<file path="src/rtl/mem_wb.sv">
// mem_wb: MEM/WB pipeline stage -- registered ALU/link writeback plus a stalling
// IDLE/ACCESS data-memory handshake. Define MEM_WB_TIMEOUT_EN to abort accesses after MAX_WAIT cycles.
`timescale 1ns/1ps
module mem_wb #(
  parameter int unsigned MAX_WAIT = 15
) (
  input  logic        clk,
  input  logic        reset_n,
  input  logic        ex_valid,
  input  logic [31:0] ex_alu_result,
  input  logic [31:0] ex_write_data,
  input  logic [4:0]  ex_rd,
  input  logic        ex_regwrite,
  input  logic [1:0]  ex_result_src,
  input  logic        ex_memwrite,
  input  logic [2:0]  ex_funct3,
  input  logic [31:0] ex_pc_plus_4,
  output logic        stall_m,
  output logic        dmem_req,
  output logic        dmem_we,
  output logic [31:0] dmem_addr,
  output logic [31:0] dmem_wdata,
  output logic [3:0]  dmem_wstrb,
  input  logic        dmem_ready,
  input  logic [31:0] dmem_rdata,
  output logic        writeback_control,
  output logic [4:0]  rd,
  output logic [31:0] writeback_data,
  output logic        mem_err
);

  localparam logic [1:0] SRC_LOAD = 2'b01;
  localparam logic [1:0] SRC_LINK = 2'b10;

  typedef enum logic {
    IDLE   = 1'b0,
    ACCESS = 1'b1
  } state_e;

  // Context of the in-flight access needed to retire a load.
  typedef struct packed {
    logic       wb_en;
    logic [4:0] rd;
    logic [2:0] funct3;
    logic [1:0] lane;
  } pend_t;

  state_e      r_state;
  state_e      w_state_next;
  pend_t       r_pend;
  logic        r_we;
  logic [31:0] r_addr;
  logic [31:0] r_wdata;
  logic [3:0]  r_wstrb;
  logic        r_wb_en;
  logic [4:0]  r_rd;
  logic [31:0] r_wb_data;
  logic        r_mem_err;

  logic        w_accept;
  logic        w_is_mem;
  logic        w_misaligned;
  logic        w_timeout;

  if (MAX_WAIT < 1 || MAX_WAIT > 255) begin : g_max_wait_range
    $error("mem_wb: MAX_WAIT must lie in 1..255");
  end

  function automatic logic [31:0] load_extend(input logic [31:0] word,
                                              input logic [2:0]  funct3,
                                              input logic [1:0]  lane);
    logic [7:0]  b;
    logic [15:0] h;
    case (lane)
      2'd0:    b = word[7:0];
      2'd1:    b = word[15:8];
      2'd2:    b = word[23:16];
      default: b = word[31:24];
    endcase
    h = lane[1] ? word[31:16] : word[15:0];
    case (funct3)
      3'b000:  load_extend = {{24{b[7]}}, b};
      3'b001:  load_extend = {{16{h[15]}}, h};
      3'b100:  load_extend = {24'd0, b};
      3'b101:  load_extend = {16'd0, h};
      default: load_extend = word;
    endcase
  endfunction

  function automatic logic [3:0] store_strobe(input logic [1:0] size, input logic [1:0] lane);
    case (size)
      2'b00:   store_strobe = 4'b0001 << lane;
      2'b01:   store_strobe = 4'b0011 << lane;
      default: store_strobe = 4'b1111;
    endcase
  endfunction

  function automatic logic [31:0] store_lanes(input logic [1:0] size, input logic [31:0] data);
    case (size)
      2'b00:   store_lanes = {4{data[7:0]}};
      2'b01:   store_lanes = {2{data[15:0]}};
      default: store_lanes = data;
    endcase
  endfunction

  assign w_accept     = ex_valid && (r_state == IDLE);
  assign w_is_mem     = (ex_result_src == SRC_LOAD) || ex_memwrite;
  assign w_misaligned = ((ex_funct3[1:0] == 2'b01) && ex_alu_result[0]) ||
                        ((ex_funct3[1:0] == 2'b10) && (ex_alu_result[1:0] != 2'b00));

`ifdef MEM_WB_TIMEOUT_EN
  localparam logic [7:0] WAIT_LAST = 8'(MAX_WAIT - 1);
  logic [7:0] r_wait_cnt;

  always_ff @(posedge clk or negedge reset_n) begin
    if (!reset_n) begin
      r_wait_cnt <= '0;
    end else if (r_state == IDLE) begin
      r_wait_cnt <= '0;
    end else if (!dmem_ready) begin
      r_wait_cnt <= r_wait_cnt + 8'd1;
    end
  end

  assign w_timeout = (r_state == ACCESS) && !dmem_ready && (r_wait_cnt == WAIT_LAST);
`else
  assign w_timeout = 1'b0;
`endif

  always_ff @(posedge clk or negedge reset_n) begin
    // NOTE: non-blocking assignments so every register samples pre-edge values.
    if (!reset_n) begin
      r_state <= IDLE;
    end else begin
      r_state <= w_state_next;
    end
  end

  always_comb begin
    // NOTE: default first so no path leaves the signal unassigned (no latch).
    w_state_next = r_state;
    case (r_state)
      IDLE: begin
        if (w_accept && w_is_mem && !w_misaligned) begin
          w_state_next = ACCESS;
        end
      end
      ACCESS: begin
        if (dmem_ready || w_timeout) begin
          w_state_next = IDLE;
        end
      end
      default: w_state_next = IDLE;
    endcase
  end

  always_ff @(posedge clk or negedge reset_n) begin
    if (!reset_n) begin
      r_pend    <= '0;
      r_we      <= 1'b0;
      r_addr    <= '0;
      r_wdata   <= '0;
      r_wstrb   <= '0;
      r_wb_en   <= 1'b0;
      r_rd      <= '0;
      r_wb_data <= '0;
      r_mem_err <= 1'b0;
    end else begin
      r_wb_en   <= 1'b0;
      r_mem_err <= 1'b0;
      if (r_state == IDLE) begin
        if (w_accept && !w_is_mem) begin
          r_wb_en   <= ex_regwrite && (ex_rd != 5'd0);
          r_rd      <= ex_rd;
          r_wb_data <= (ex_result_src == SRC_LINK) ? ex_pc_plus_4 : ex_alu_result;
        end else if (w_accept && w_misaligned) begin
          r_mem_err <= 1'b1;
        end else if (w_accept) begin
          r_we          <= ex_memwrite;
          r_addr        <= {ex_alu_result[31:2], 2'b00};
          r_wdata       <= store_lanes(ex_funct3[1:0], ex_write_data);
          r_wstrb       <= store_strobe(ex_funct3[1:0], ex_alu_result[1:0]);
          r_pend.wb_en  <= ex_regwrite && (ex_rd != 5'd0) && !ex_memwrite;
          r_pend.rd     <= ex_rd;
          r_pend.funct3 <= ex_funct3;
          r_pend.lane   <= ex_alu_result[1:0];
        end
      end else if (dmem_ready) begin
        // Retirement lands in the cycle stall_m drops.
        r_wb_en <= r_pend.wb_en;
        if (r_pend.wb_en) begin
          r_rd      <= r_pend.rd;
          r_wb_data <= load_extend(dmem_rdata, r_pend.funct3, r_pend.lane);
        end
      end else if (w_timeout) begin
        r_mem_err <= 1'b1;
      end
    end
  end

  assign stall_m           = (r_state == ACCESS);
  assign dmem_req          = (r_state == ACCESS);
  assign dmem_we           = r_we;
  assign dmem_addr         = r_addr;
  assign dmem_wdata        = r_wdata;
  assign dmem_wstrb        = r_wstrb;
  assign writeback_control = r_wb_en;
  assign rd                = r_rd;
  assign writeback_data    = r_wb_data;
  assign mem_err           = r_mem_err;

endmodule

</file>
<file path="config.mk">
export PLATFORM = sky130hd
export DESIGN_NAME = mem_wb
export DESIGN_NICKNAME = d
export VERILOG_FILES = /design/src/rtl/mem_wb.sv
export SDC_FILE = /design/constraint.sdc
export NUM_CORES = 1
export LEC_CHECK = 0
export BUFFER_PORTS_ARGS = -buffer_cell sky130_fd_sc_hd__buf_4
export CAP_MARGIN = 25
export CORE_ASPECT_RATIO = 0.5
export CORE_UTILIZATION = 34
export CTS_CLUSTER_DIAMETER = 120
export DETAILED_ROUTE_END_ITERATION = 10
export SLEW_MARGIN = 20
export SYNTH_ARGS = -nofsm -noshare
export SYNTH_HDL_FRONTEND = slang
export SYNTH_SLANG_ARGS = --single-unit
</file>
<file path="constraint.sdc">
create_clock -name clk -period 5.47 [get_ports clk]
set_input_delay 0.8205 -clock clk [delete_from_list [all_inputs] [get_ports clk]]
set_output_delay 0.8205 -clock clk [all_outputs]
set_load 0.03 [all_outputs]
</file>
==> reports/metrics.csv, run 1 <==
metric;value;unit
status;completed;
ys_seq_area_share;48.0;%
antenna_found_initial;0;
fmax;330;MHz
cts_setup_buffers;0;
critical_path.max_stage_delay;0.65;ns
post_dp_cell_area;0.00816;mm²
p_sw;0.00162;W
worstSetupPathType;in2reg;
arrival;3.33;ns
port_buffers;251;
numClockSinks;118;
drtIter0Drc;264;
synthXorXnorAreaFrac;0.285;%
finalCritPeriodShare;55.4;%
p_seq_share;31.7;%
rsz0062_at_grt;no;
yosys.area.top_type;dfrtp_1;
routed-via-count;5468;
fill_cells;1678;
crit_fanout;33;
ioPinCount;254;
grt_pass1_wl;31.1;mm
dp_hpwl;14.1;mm
post_cts_resized;0;
first_global_vias;5661;
ys_ff_latch;118;
register_area;0.00295;mm²
gp_congestion;0.794;
drc;0;
cts-root-buf;clkbuf_16;
cp-start-kind;primary input;
dieArea;0.0187;mm²
detail-route-antenna-nets;0;
die_h;97.1;µm
p_comb_share;40.3;%
start_util;35.1;%
crit_path_top_delay_cell;nand2_2;
reg2reg_depth;6;
required;5.77;ns
wire_per_inst;18.8;µm
async_reset_ff_share;100;%
htreeDepth;4;
vdd_drop_max;0.000245;V
synth_area;0.00615;mm²
r2r_start;dmem_req;
cap_violations;0;
yosys-top-cells-area;dfrtp_1, mux2_2, mux2i_1;
path_clk_slew;0.06;ns
grtUsageTotal;21.5;%
clockBufferDepth;2;
multiInputGateArea;0.00292;mm²
p_leak;3.99;nW
yosys.area_share.simple;10.3;%
final_area;0.00879;mm²
vias_per_cell;5.20;
first_pass_iters;5;
synth_top_area_share;48.0;%
clock_skew;0.00978;ns
grt_max_degree;70;
hold_buffers;0;
crit_top_cell;buf_4;
cts_tree;built;
cts_buffers;17;
tightest_slew;0.902;ns
synth_compound_area_share;18.5;%
hold_slack;0.440;ns
finalHoldViolations;0;
rows;34;
setup-tns-final;0;ns
critPathBufInv;3;
synth_cells;582;
area_growth;42.9;%
path_cells;buf_4 > xor2_1 > a22oi_2 > buf_4 > nand2_2 > buf_4 > mux2_2;
swShare;37.9;%
power.clock.fraction;27.9;%
regToRegSetupSlack;2.95;ns
die_w;192;µm
fin_crit;3.03;ns
ys_types;54;
synth_mux_area_share;18.1;%
synth_ff_type;dfrtp_1;
crit_family;buffers and inverters;
antenna_cells;0;
max_slew_margin;39.8;%
core_area;0.0175;mm²
synth.avg_cell_area;10.6;µm²
rr_endpoint;r_pend[1];
power.density;486;mW/mm²
finalMaxSlewViolations;0;
synth_fa_ha_area_share;0;%
end_kind;register;
clock_latency;0.42;ns
synth_top_family_by_area;compound AO/OA/AOI/OAI gates;
post-synth-top-count-cell;dfrtp_1;
overflow;0;
total_power;0.00427;W
layout-drive-gt1-share;45.5;%
p_int;0.00265;W
layout.nets;949;
hold_class;in2async;
synth_edf_count;0;
synth_common_cells;dfrtp_1, nand2_1, mux2_2;
yosys_warnings;0;
setup_violations;0;
drt_wl_total;19.7;mm
-- cells by family after synthesis --
kind of cell	count (synthesis)
AO/OA/AOI/OAI	159
XOR/XNOR	2
buffers and inverters	67
flip-flops	118
multiplexers	102
other	1
AND/OR/NAND/NOR	133
-- worst max path at each step --
stage	startpoint	to	slack, ns	cells past startpoint
after floorplan	ex_alu_result[1]	dmem_wdata[0]	3.30	6
after global placement	ex_funct3[1]	r_pend[3]	2.05	7
after detailed placement	ex_funct3[1]	dmem_addr[27]	1.97	7
after CTS	ex_funct3[1]	dmem_addr[27]	2.40	7
after global routing	ex_funct3[1]	r_pend[0]	2.25	7
final	ex_funct3[1]	r_pend[1]	2.44	7
-- stage by stage --
step | util (%) | setup WS, ns | cells
2_1_floorplan | - | 3.30 | 583
3_3_place_gp | 46.5 | 2.05 | 1019
3_5_place_dp | 46.5 | 1.97 | 1019
4_1_cts | 50.1 | 2.40 | 1050
5_1_grt | 50.2 | 2.25 | 1051
6_report | 50.2 | 2.44 | 1051
-- layout by cell type (no fill, tap or decap), types with 2 or more instances in the layout --
master and instances:
a21oi_1 36, a221o_1 2, a22o_1 7, a22oi_1 2
a31oi_1 30, a32oi_1 6, and2_1 16, buf_4 260
bufinv_16 4, clkbuf_16 17, clkinv_2 3, clkinvlp_4 5
conb_1 2, dfrtp_1 118, inv_1 9, mux2_1 6
mux2_2 65, mux2i_1 30, nand2_1 77, nand2b_1 3
nand4_1 17, nor2_1 3, nor2b_1 5, nor3b_1 3
o211ai_1 7, o21a_1 2, o21ai_0 21, o221a_1 10
o221a_2 7, o22a_1 9, o32ai_1 8
-- metal layers --
metal	track usage (%)	share of wire, %
met1	28.6	45
met2	35.4	49
met4	5.27	0.91
met3	4.95	5.3
met5	0	0
-- layout make-up --
cell class                      instances  area share (%)
Clock buffer                           18            5.00
Timing Repair Buffer                  261            22.4
Tap cell                              234            3.33
Sequential cell                       118            33.6
Inverter                                9           0.384
Clock inverter                         13            2.06
Multi-Input combinational cell        398            33.3
-- sequential cells by signal (all words and copies together), names as in the netlist --
signal             cells
dmem_addr             30
dmem_req               1
dmem_wdata            32
dmem_we                1
dmem_wstrb             4
mem_err                1
r_pend                11
rd                     5
writeback_control      1
writeback_data        32
-- power groups by stage --
stage	Combinational, W	Sequential [W]	Clock (W)
after floorplan	0.000545	0.00185	0
after global placement	0.00169	0.00137	0
after detailed placement	0.00171	0.00138	0
after CTS	0.00171	0.00137	0.00121
after global routing	0.00182	0.00140	0.00125
final	0.00172	0.00135	0.00119
-- worst reg2reg max path, delay by kind of cell (launching register included) --
family	cells	cell delay, ns
AOI/OAI and AO/OA	1	0.14
buffers and inverters	2	0.81
DFF	1	0.39
muxes	1	0.36
and+or+nand+nor	2	0.70
(Power assumes the default switching activity.)
==> inputs of run 2 (changes only) <==
Clock period 5.47 ns to 3.05 ns, I/O delays scaled along.
==> run 2 against run 1 <==
  * Sequential share of layout area is 0.41 points lower
  * Power up 81%
  * Final area rose by 1.2%
  * Wire length shrank 0.16%
  * Critical endpoint is now writeback_data[19]
==> reports/metrics.csv, run 2 (synthesis gave the netlist of run 1 again) <==
metric;value;unit;change
path_clk_slew;0.05;ns;about the same
drt_wl_total;19.7;mm;-0.16%
numClockSinks;118;;unchanged
fill_cells;1603;;-4.5%
min_to;dmem_req;;
swShare;37.5;%;-0.41 points
detail-route-antenna-nets;0;;unchanged
wire_per_inst;18.6;µm;-0.82%
antenna_cells;0;;unchanged
crit_fanout;51;;+55%
rr_endpoint;writeback_data[19];;
reg2reg_depth;5;;-1
end_kind;register;;
grtUsageTotal;21.5;%;-0.064 points
use_met3;4.77;%;-0.18 points
regToRegSetupSlack;0.84;ns;-2.11 ns
power.density;870;mW/mm²;+79%
total_power;0.00774;W;+81%
status;completed;;
r2r_start;dmem_req;;
overflow;0;;unchanged
p_seq_share;31.5;%;-0.2 points
required;3.35;ns;-2.42 ns
gp_congestion;0.815;;+2.6%
fmax;453;MHz;
antenna_found_initial;0;;unchanged
cts_buffers;17;;unchanged
cts_setup_buffers;0;;unchanged
path_cells;nand2b_1 > o31ai_4 > buf_4 > nand4_1 > o221a_1;;
htreeDepth;4;;unchanged
die_h;97.1;µm;unchanged
fin_cells;1058;;+0.67%
p_comb_share;40.0;%;-0.3 points
worstHoldPathCells;2;;
area_growth;44.7;%;
fin_crit;2.21;ns;
grt_max_degree;91;;+30%
ioPinCount;254;;unchanged
p_int;0.00484;W;+83%
cap_violations;0;;unchanged
layout.nets;955;;+0.63%
cts-root-buf;clkbuf_16;;
max_slew_margin;44.5;%;+4.6 points
busiest_layer;met2;;
use_met1;29.6;%;+0.97 points
setup_violations;0;;unchanged
post_cts_resized;0;;unchanged
first_pass_iters;4;;-1
core_area;0.0175;mm²;unchanged
rows;34;;unchanged
final_cell_mix;buf_4, dfrtp_1, nand2_1;;
start_util;35.1;%;unchanged
drtIter0Drc;253;;-4.2%
vias_per_cell;5.25;;+0.83%
first_global_vias;5517;;-2.5%
tightest_slew;0.833;ns;-0.0685 ns
dpl.cell_count;1025;;+0.59%
arrival;2.51;ns;-0.82 ns
crit_path_top_delay_cell;dfrtp_1;;
register_area;0.00295;mm²;unchanged
finalMaxSlewViolations;0;;unchanged
clockBufferDepth;2;;unchanged
worstSetupPathType;reg2reg;;
p_leak;4.06;nW;+1.7%
mostFrequentLayoutCell;buf_4;;
grt_pass1_wl;30.9;mm;-0.53%
clock_latency;0.42;ns;about the same
cp-start-kind;register;;
cts_tree;built;;
dieArea;0.0187;mm²;unchanged
gr-usage-met2;33.3;%;-2.0 points
rsz0062_at_grt;no;;
drc;0;;unchanged
p_sw;0.00290;W;+79%
finalCritPeriodShare;72.4;%;
hold_class;in2reg;;
critical_path.max_stage_delay;0.53;ns;-0.12 ns
setup-tns-final;0;ns;unchanged
routed-via-count;5550;;+1.5%
fin_util;50.8;%;+0.62 points
vdd_drop_max;0.000484;V;+97%
multiInputGateArea;0.00292;mm²;unchanged
clock_skew;0.00923;ns;-0.000551 ns
hp-start;dmem_ready;;
port_buffers;251;;unchanged
layout-drive-gt1-share;45.9;%;+0.34 points
power.clock.fraction;28.5;%;+0.6 points
die_w;192;µm;unchanged
dp_hpwl;14.3;mm;+1.5%
finalHoldViolations;0;;unchanged
[run 2: cell types whose count changed in the layout (fill, tap and decap cells not counted)]
cell | previous run | this run
dlygate4sd3_1 | 0 | 1
clkinvlp_4 | 5 | 2
buf_12 | 0 | 3
buf_8 | 1 | 0
clkinv_4 | 1 | 3
clkbuf_8 | 1 | 4
clkinv_2 | 3 | 2
buf_4 | 260 | 263
[run 2: area by class of cell]
class	instances	share of cell area [%]
Sequential cell	118	33.2
Multi-Input combinational cell	398	32.9
Timing Repair Buffer	267	23.0
Clock buffer	21	5.40
Tap cell	234	3.29
Clock inverter	11	1.93
Inverter	9	0.380
[run 2: routing by layer]
metal,up-vias,wire (µm)
met5,-,0
met4,0,268
met3,21,969
met2,146,9380
met1,2767,9080
li1,2616,-
[run 2: what timing repair did]
action | 4_1_cts | 5_1_grt
hold endpoints to repair | 28 | 0
setup endpoints to repair | 0 | 0
hold buffers | 1 | 0
[run 2: how the worst max path moves through the flow]
stage | startpoint | endpoint | slack (ns) | cells past startpoint
after floorplan | dmem_req | dmem_wdata[4] | 1.19 | 7
after global placement | ex_funct3[1] | dmem_addr[16] | 0.77 | 6
after detailed placement | ex_funct3[1] | dmem_addr[20] | 0.73 | 6
after CTS | dmem_req | writeback_data[11] | 0.88 | 5
after global routing | dmem_req | writeback_data[11] | 0.67 | 5
final | dmem_req | writeback_data[19] | 0.84 | 5
[run 2: per-stage QoR]
step | cell area [µm²] | setup WS, ns | hold WS (ns)
after floorplan | 6160 | 1.19 | 0.162
after global placement | 8240 | 0.773 | 0.413
after detailed placement | 8240 | 0.726 | 0.416
after CTS | 8900 | 0.879 | 0.234
after global routing | 8900 | 0.673 | 0.248
final | 8900 | 0.841 | 0.252
[run 2: critical path: cells and delay by family (launching register included)]
| family | cells | cell delay [ns] |
|---|---|---|
| AO/OA/AOI/OAI | 2 | 0.41 |
| flip-flops | 1 | 0.53 |
| AND/OR/NAND/NOR | 2 | 0.63 |
| buffers and inverters | 1 | 0.49 |
[run 2: power groups by stage]
stage | combinational [W] | sequential (W) | clock, W
2_1_floorplan | 0.000978 | 0.00331 | 0
3_3_place_gp | 0.00309 | 0.00244 | 0
3_5_place_dp | 0.00312 | 0.00245 | 0
4_1_cts | 0.00312 | 0.00243 | 0.00225
5_1_grt | 0.00328 | 0.00250 | 0.00234
6_report | 0.00310 | 0.00244 | 0.00221
